### config.mk
export PLATFORM = sky130hd
export DESIGN_NAME = custom_axi_ip_csr
export DESIGN_NICKNAME = d
export VERILOG_FILES = /design/src/rtl/custom_axi_ip_csr.sv
export SDC_FILE = /design/constraint.sdc
export NUM_CORES = 1
export LEC_CHECK = 0
export CORE_MARGIN = 3
export CORE_UTILIZATION = 49
export CTS_CLUSTER_SIZE = 40
export DETAILED_ROUTE_END_ITERATION = 10
export PLACE_DENSITY = 0.8
export REMOVE_ABC_BUFFERS = 1
export SLEW_MARGIN = 30
export SYNTH_ARGS = -nofsm -noshare
export SYNTH_HDL_FRONTEND = slang
export SYNTH_SLANG_ARGS = --single-unit
### constraint.sdc
create_clock -name clk_i -period 2.5 [get_ports clk_i]
set_input_delay 0.625 -clock clk_i [delete_from_list [all_inputs] [get_ports clk_i]]
set_output_delay 0.625 -clock clk_i [all_outputs]
set_load 0.1 [all_outputs]
### src/rtl/custom_axi_ip_csr.sv
// AXI4-Lite register front-end for the IP engine: operand/launch, result capture, sticky status, IRQ.
// Responses one cycle after the handshake; AW/W held until B accepts, AR stalled while R is pending.
module custom_axi_ip_csr #(
    parameter int DATA_WIDTH     = 32,
    parameter int ADDR_WIDTH     = 8,
    parameter int TIMEOUT_CYCLES = 16
) (
    input  logic                    clk_i,
    input  logic                    rst_ni,
    input  logic [ADDR_WIDTH-1:0]   s_awaddr_i,
    input  logic                    s_awvalid_i,
    output logic                    s_awready_o,
    input  logic [DATA_WIDTH-1:0]   s_wdata_i,
    input  logic [DATA_WIDTH/8-1:0] s_wstrb_i,
    input  logic                    s_wvalid_i,
    output logic                    s_wready_o,
    output logic [1:0]              s_bresp_o,
    output logic                    s_bvalid_o,
    input  logic                    s_bready_i,
    input  logic [ADDR_WIDTH-1:0]   s_araddr_i,
    input  logic                    s_arvalid_i,
    output logic                    s_arready_o,
    output logic [DATA_WIDTH-1:0]   s_rdata_o,
    output logic [1:0]              s_rresp_o,
    output logic                    s_rvalid_o,
    input  logic                    s_rready_i,
    output logic [63:0]             ipreg_data_o,
    output logic                    enable_o,
    input  logic [63:0]             ipreg_data_i,
    input  logic                    wen_i,
    input  logic [1:0]              status_i,
    output logic                    irq_o
);

    localparam int CW = $clog2(TIMEOUT_CYCLES + 1);
    localparam logic [CW-1:0] TMO_LAST = CW'(TIMEOUT_CYCLES - 1);
    localparam logic [1:0] RESP_OKAY   = 2'b00;
    localparam logic [1:0] RESP_SLVERR = 2'b10;

    typedef enum logic [1:0] {S_IDLE, S_LAUNCH, S_WAIT} state_t;

    state_t                  r_state, w_state_nxt;
    logic                    r_aw_held, r_w_held, r_aw_oob;
    logic [2:0]              r_aw_idx;
    logic [DATA_WIDTH-1:0]   r_w_data;
    logic [DATA_WIDTH/8-1:0] r_w_strb;
    logic                    r_bvalid, r_rvalid;
    logic [1:0]              r_bresp, r_rresp;
    logic [DATA_WIDTH-1:0]   r_rdata;
    logic [31:0]             r_data_lo, r_data_hi;
    logic [63:0]             r_result;
    logic                    r_irq_en, r_done, r_timeout;
    logic [1:0]              r_status_smp;
    logic [CW-1:0]           r_tmo_cnt;

    logic                    w_busy, w_wr_fire, w_wr_err, w_start, w_tmo_hit, w_res_cap;
    logic                    w_wr_lo, w_wr_hi, w_wr_ctrl, w_wr_stat;
    logic [DATA_WIDTH-1:0]   w_rd_data;
    logic [1:0]              w_rd_resp;
    logic                    w_unused;

    assign w_unused = &{1'b0, s_awaddr_i[1:0], s_araddr_i[1:0]};

    assign s_awready_o  = !r_aw_held && !r_bvalid;
    assign s_wready_o   = !r_w_held && !r_bvalid;
    assign s_arready_o  = !r_rvalid;
    assign s_bvalid_o   = r_bvalid;
    assign s_bresp_o    = r_bresp;
    assign s_rvalid_o   = r_rvalid;
    assign s_rresp_o    = r_rresp;
    assign s_rdata_o    = r_rdata;
    assign ipreg_data_o = {r_data_hi, r_data_lo};
    assign irq_o        = (r_done | r_timeout) & r_irq_en;

    assign w_wr_fire = r_aw_held && r_w_held;
    assign w_tmo_hit = (r_state == S_WAIT) && !wen_i && (r_tmo_cnt == TMO_LAST);
    assign w_res_cap = (r_state == S_WAIT) && wen_i;

    // Write decode; a busy engine rejects operand writes and a second START.
    always_comb begin
        w_wr_err  = 1'b0;
        w_wr_lo   = 1'b0;
        w_wr_hi   = 1'b0;
        w_wr_ctrl = 1'b0;
        w_wr_stat = 1'b0;
        if (r_aw_oob) begin
            w_wr_err = 1'b1;
        end else begin
            case (r_aw_idx)
                3'd0: if (w_busy) w_wr_err = 1'b1; else w_wr_lo = 1'b1;
                3'd1: if (w_busy) w_wr_err = 1'b1; else w_wr_hi = 1'b1;
                3'd2: begin
                    w_wr_ctrl = 1'b1;
                    if (w_busy && r_w_strb[0] && r_w_data[0]) w_wr_err = 1'b1;
                end
                3'd3: w_wr_stat = 1'b1;
                default: w_wr_err = 1'b1;
            endcase
        end
        w_wr_lo   = w_wr_lo & w_wr_fire;
        w_wr_hi   = w_wr_hi & w_wr_fire;
        w_wr_ctrl = w_wr_ctrl & w_wr_fire & r_w_strb[0];
        w_wr_stat = w_wr_stat & w_wr_fire & r_w_strb[0];
    end

    assign w_start = w_wr_ctrl && r_w_data[0] && !w_busy;

    always_comb begin
        w_rd_data = '0;
        w_rd_resp = RESP_OKAY;
        if (|s_araddr_i[ADDR_WIDTH-1:5]) begin
            w_rd_resp = RESP_SLVERR;
        end else begin
            case (s_araddr_i[4:2])
                3'd0: w_rd_data = r_data_lo;
                3'd1: w_rd_data = r_data_hi;
                3'd2: w_rd_data = {30'd0, r_irq_en, 1'b0};
                3'd3: w_rd_data = {27'd0, r_timeout, r_done, w_busy, r_status_smp};
                3'd4: w_rd_data = r_result[31:0];
                3'd5: w_rd_data = r_result[63:32];
                default: w_rd_resp = RESP_SLVERR;
            endcase
        end
    end

    always_ff @(posedge clk_i or negedge rst_ni) begin
        if (!rst_ni) begin
            r_aw_held <= 1'b0;
            r_aw_oob  <= 1'b0;
            r_aw_idx  <= '0;
            r_w_held  <= 1'b0;
            r_w_data  <= '0;
            r_w_strb  <= '0;
            r_bvalid  <= 1'b0;
            r_bresp   <= RESP_OKAY;
        end else begin
            if (w_wr_fire) begin
                r_aw_held <= 1'b0;
                r_w_held  <= 1'b0;
                r_bvalid  <= 1'b1;
                r_bresp   <= w_wr_err ? RESP_SLVERR : RESP_OKAY;
            end else begin
                if (s_awvalid_i && s_awready_o) begin
                    r_aw_held <= 1'b1;
                    r_aw_idx  <= s_awaddr_i[4:2];
                    r_aw_oob  <= |s_awaddr_i[ADDR_WIDTH-1:5];
                end
                if (s_wvalid_i && s_wready_o) begin
                    r_w_held <= 1'b1;
                    r_w_data <= s_wdata_i;
                    r_w_strb <= s_wstrb_i;
                end
                if (r_bvalid && s_bready_i) r_bvalid <= 1'b0;
            end
        end
    end

    always_ff @(posedge clk_i or negedge rst_ni) begin
        if (!rst_ni) begin
            r_rvalid <= 1'b0;
            r_rdata  <= '0;
            r_rresp  <= RESP_OKAY;
        end else if (s_arvalid_i && s_arready_o) begin
            r_rvalid <= 1'b1;
            r_rdata  <= w_rd_data;
            r_rresp  <= w_rd_resp;
        end else if (r_rvalid && s_rready_i) begin
            r_rvalid <= 1'b0;
        end
    end

    always_ff @(posedge clk_i or negedge rst_ni) begin
        if (!rst_ni) begin
            r_data_lo    <= '0;
            r_data_hi    <= '0;
            r_irq_en     <= 1'b0;
            r_done       <= 1'b0;
            r_timeout    <= 1'b0;
            r_result     <= '0;
            r_status_smp <= '0;
            r_tmo_cnt    <= '0;
        end else begin
            r_status_smp <= status_i;
            for (int i = 0; i < 4; i++) begin
                if (w_wr_lo && r_w_strb[i]) r_data_lo[8*i +: 8] <= r_w_data[8*i +: 8];
                if (w_wr_hi && r_w_strb[i]) r_data_hi[8*i +: 8] <= r_w_data[8*i +: 8];
            end
            if (w_wr_ctrl) r_irq_en <= r_w_data[1];
            // Sets take priority over the launch clear and the W1C clear.
            if (w_res_cap) r_done <= 1'b1;
            else if (r_state == S_LAUNCH) r_done <= 1'b0;
            else if (w_wr_stat && r_w_data[3]) r_done <= 1'b0;
            if (w_tmo_hit) r_timeout <= 1'b1;
            else if (r_state == S_LAUNCH) r_timeout <= 1'b0;
            else if (w_wr_stat && r_w_data[4]) r_timeout <= 1'b0;
            if (w_res_cap) r_result <= ipreg_data_i;
            if (r_state == S_LAUNCH) r_tmo_cnt <= '0;
            else if (r_state == S_WAIT) r_tmo_cnt <= r_tmo_cnt + 1'b1;
        end
    end

    always_ff @(posedge clk_i or negedge rst_ni) begin
        if (!rst_ni) r_state <= S_IDLE;
        else         r_state <= w_state_nxt;
    end

    always_comb begin
        w_state_nxt = r_state;
        case (r_state)
            S_IDLE:   if (w_start) w_state_nxt = S_LAUNCH;
            S_LAUNCH: w_state_nxt = S_WAIT;
            S_WAIT:   if (wen_i || w_tmo_hit) w_state_nxt = S_IDLE;
            default:  w_state_nxt = S_IDLE;
        endcase
    end

    always_comb begin
        enable_o = (r_state == S_LAUNCH);
        w_busy   = (r_state != S_IDLE);
    end

endmodule
* Yosys cells after proc, flatten, opt, wreduce, memory -nomap -nowiden
Index checks and enable logic that the tools add are counted.
Storage, ports and cells: logic and storage cells 136, bits of input ports 126, output and inout bits 107, flip-flop bits (word level) 220
Operators by class: add/subtract/negate cells 1, eq/ne operators 13, bitwise logic cells 9, mux-type cells 37, reductions and logical operators 50
Operator list (number):
- 32-bit one-hot mux with 6 select lines | 1
- 32-bit two-way mux | 1
- 1-bit two-way mux | 26
- 1-bit logical AND | 25
- 3-bit by 2-bit equality test with 1-bit output, second input constant | 4
- 2-bit nonzero test | 6
- 2-bit two-way mux | 5
- 5-bit two-way mux | 2
- 1-bit AND | 7
- 3-bit by 1-bit equality test with 1-bit output, second input constant | 2
- 3-bit equality test, second input constant | 2
- 1-bit logical NOT | 6
- 3-bit logical NOT | 2
- 2-bit one-hot mux with 3 select lines | 1
- 2-bit AND reduction | 3
- 3-bit nonzero test | 2
- 3-bit OR reduction | 2
- 6-bit OR reduction | 1
- 5-bit by 1-bit adder with 5-bit output, second input constant | 1
- 5-bit by 4-bit equality test with 1-bit output, second input constant | 1
- 1-bit one-hot mux with 3 select lines | 1
- 2-bit by 1-bit equality test with 1-bit output, second input constant | 1
- 2-bit equality test, second input constant | 1
- 2-bit logical NOT | 1
- 6 further kinds | 6

* Depth between registers and ports, before layout
depth after elaboration 9, mapped depth 7

* Worst setup path before layout
Ideal clock, no wire load.
kind register to register, start point register r_bvalid, in the netlist s_bvalid_o, end point register r_w_data[26], required time 2.375 ns, setup slack -0.869 ns, path buffers 2, arrival 3.244 ns, stages on the path, launching flop included 6, period minus slack after synthesis 3.369 ns, library setup time 0.125 ns, path through dfrtp_1 -> nor2_1 -> and2_1 -> buf_2 -> buf_2 -> mux2_2
On the way: cells in the longest elaborated chain, start to end 4
RTL lines:
- from (decl) | line 47 | logic r_bvalid, r_rvalid;
- from (signal assigned) | line 134 | r_bvalid <= 1'b0;
- from (signal assigned) | line 140 | r_bvalid <= 1'b1;
- from (signal assigned) | line 153 | if (r_bvalid && s_bready_i) r_bvalid <= 1'b0;
- 1-bit logical NOT | line 65 | assign s_wready_o = !r_w_held && !r_bvalid;
- 1-bit logical AND | line 65
- named net s_wready_o | line 16 | output logic s_wready_o,
- 1-bit logical AND | line 148 | if (s_wvalid_i && s_wready_o) begin
- 2-bit AND reduction (no source line)
- to (signal assigned) | line 150 | r_w_data <= s_wdata_i;
- to (decl) | line 45 | logic [DATA_WIDTH-1:0] r_w_data;
The timed path passes the listed nets, and every way through them passes these cells. A chain may end at the register's enable or synchronous reset.

* Final worst setup path
start point register r_state[1], end point output port enable_o
On the way: cells in the longest elaborated chain, start to end 1
RTL lines:
- from (decl) | line 42 | state_t r_state, w_state_nxt;
- from (signal assigned) | line 204 | else r_state <= w_state_nxt;
- 2-bit by 1-bit equality test with 1-bit output | line 218 | enable_o = (r_state == S_LAUNCH);
- to (decl) | line 28 | output logic enable_o,
No other way between the ends.

==> results.toml <==
[run_status]
status = "completed"

[global_route]
grt_max_degree = 72
grt_pass1_vias = 6891
grt-ovfl-total = 0
grt_use_total = 0.232
antenna_found_initial = 0
grt_pass1_wl_mm = 37.5

[synth]
ys_top_cells_by_area = "dfrtp_1 59%, mux2_2 21%, mux2i_1 4.3%"
seq_area_frac_synth = 0.588
ys_types = 42
synth-edff-count = 0
synth_cells = 642
syn_area_per_cell_um2 = 14.4
synth-seq-cells = 218
yosys.area.top_type_share = 0.588
yosysTopAreaCell = "dfrtp_1"
netlist_area_um2 = 9270
async_flop_share = 1.00
ys_warn_count = 0
synth_flop_cell = "dfrtp_1"

[timing]
grt_setup_unrepaired = "false"
slew_headroom = 0.494
hold_viol_final = 0
period_share = 0.876
slew_viol_final = 0
tns_ps = 0
timing.hold.ws_ps = 130
fmax_mhz = 457
min_period_ps = 2190
layout_setup_ws_ps = 311
worstMarginPinSlew_ps = 753
setup_viol = 0
clock_skew_ps = 12.1

[route]
ant_nets = 0
drt-initial-drc-count = 310
drt_wl_total_mm = 24.0
drt-pass1-iter-count = 5
vias_per_cell = 5.62
remaining_drc_errors = 0
via_count = 6303
wire_per_inst_um = 21.4

[final_layout]
layout_commonest_cell = "dfrtp_1"
finish.net_count = 1010
utilization = 0.681
final_cell_mix = "218 x dfrtp_1, 174 x mux2_2, 119 x clkdlybuf4s50_1, 119 x buf_4, 40 x mux2i_1"
fill_cells = 1235
drive_above_1_share = 0.404
num_antenna_cells = 0
final_cell_count_no_fill = 1122
area_growth_syn_to_layout_pct = 34.2

[power_and_ir_drop]
p_leak_nw = 5.86
ir_worst_vdd_mv = 1.10
p_per_area_nw_per_um2 = 1100

[worst_setup_path]
slowest_stage = "dfrtp_1"
critPathCaptureType = "output pin"
cp_max_fo = 6
crit_chain = "inv_1 > ha_1 > buf_12"
slowest_delay_ps = 380
required_ps = 1880
path_class = "reg2out"
arrival_ps = 1560
startpoint_type = "flip-flop"

[placement]
io_buffers = 226
dpl_worst_slack_ps = -30.2
post-dp-hpwl_mm = 16.6
dp.cells = 1081
gp_congestion = 0.811

[floorplan]
dieArea_um2 = 20600
ios = 233
start_util = 0.507
rows = 49
die_w_um = 144
die_y_um = 144
core_region_area_um2 = 18300

[clock_tree]
cts_setup_buffers = 0
clock_latency_ps = 510
cts_resized = 0
cts_buffers = 24
clk_pin_slew_ps = 60
cts.sinks = 218
clock_path_buffers = 3
cts_tree = "done"
htreeDepth = 1
cts_hold_buf = 0
clockRootBuffer = "clkbuf_16"

[flow_run]
maxCapViolCount = 0

[hold_path]
hold_path_class = "in2async"
cell type report:
type / instances / area, um2 / share of cell area
flip-flops and latches: 218 / 5460 / 0.438
multi-input cells: 370 / 3580 / 0.288
repair buffers: 249 / 2300 / 0.185
clock buffers: 35 / 713 / 0.0573
well taps: 229 / 287 / 0.0230
inverters: 15 / 56.3 / 0.00452
clock inverters: 6 / 55.1 / 0.00442
sequential cells by signal, indices dropped and copies added (netlist names), 2 cells and up:
name          flops
r_w_data         32
r_data_lo        32
s_rdata_o        32
r_aw_idx          3
r_status_smp      2
r_data_hi        32
r_w_strb          4
r_result         64
r_state           2
r_tmo_cnt         5
final timing paths:
kind / start / end / slack [ps] / cells past startpoint
max in group asynchronous: rst_ni / r_result[27] / 1650 / 2
worst min-delay path: rst_ni / r_w_data[15] / 130 / 1
worst max-delay path: r_state[1] / enable_o / 310 / 3
min in group clk_i: r_result[17] / r_result[17] / 500 / 1
worst min register to register: r_result[17] / r_result[17] / 500 / 1
worst max register to register: r_aw_oob / r_data_lo[18] / 350 / 5
routing by layer:
| layer | vias to the layer above | GRT usage | part of all wire |
|---|---|---|---|
| met5 | - | 0 | 0 |
| li1 | 2804 | - | - |
| met4 | 0 | 0.0654 | 0.020 |
| met3 | 39 | 0.0416 | 0.065 |
| met1 | 3219 | 0.304 | 0.42 |
| met2 | 241 | 0.399 | 0.50 |
through the flow:
step	power [mW]	area, um2
after floorplan	8.82	9090
after global placement	10.0	11700
after detailed placement	10.3	11700
after CTS	13.7	12400
after global routing	14.3	12400
final	13.6	12400
power by group:
part	total [mW]	leakage [nW]	switching, mW	internal [mW]
logic	4.75	2.70	2.83	1.92
registers	5.47	2.78	0.802	4.67
clock network	3.43	0.384	1.36	2.06
total	13.6	5.86	5.00	8.65
kinds of logic (layout without fill, tap and decap cells):
| family | after synthesis | in the layout | synth area share |
|---|---|---|---|
| simple gates | 56 | 56 | 0.0359 |
| flops | 218 | 218 | 0.588 |
| fa+ha+maj | 6 | 6 | 0.00810 |
| buf+inv | 55 | 305 | 0.0265 |
| mux | 222 | 222 | 0.274 |
| other cells | 1 | 2 | 0.000404 |
| compound gates | 84 | 84 | 0.0668 |
critical path: cells and delay by family, from the launching register on:
kind,cells,cell delay (ps)
buf+inv,2,330
flops,1,380
fa+ha+maj,1,340
Yosys cell counts, drive strengths merged (2+ instances only):
library cell and number:
a21o 2, a21oi 9, a221o 4, a22o 30, a22oi 3, and2 6
buf 22, clkbuf 18, dfrtp 218, ha 6, inv 15, mux2 174
mux2i 40, mux4 8, nand2 16, nand2b 3, nand3b 3, nor2 10
nor2b 2, nor3 7, nor3b 2, o21a 2, o21ai 7, o22ai 22
(Power assumes the default switching activity.)
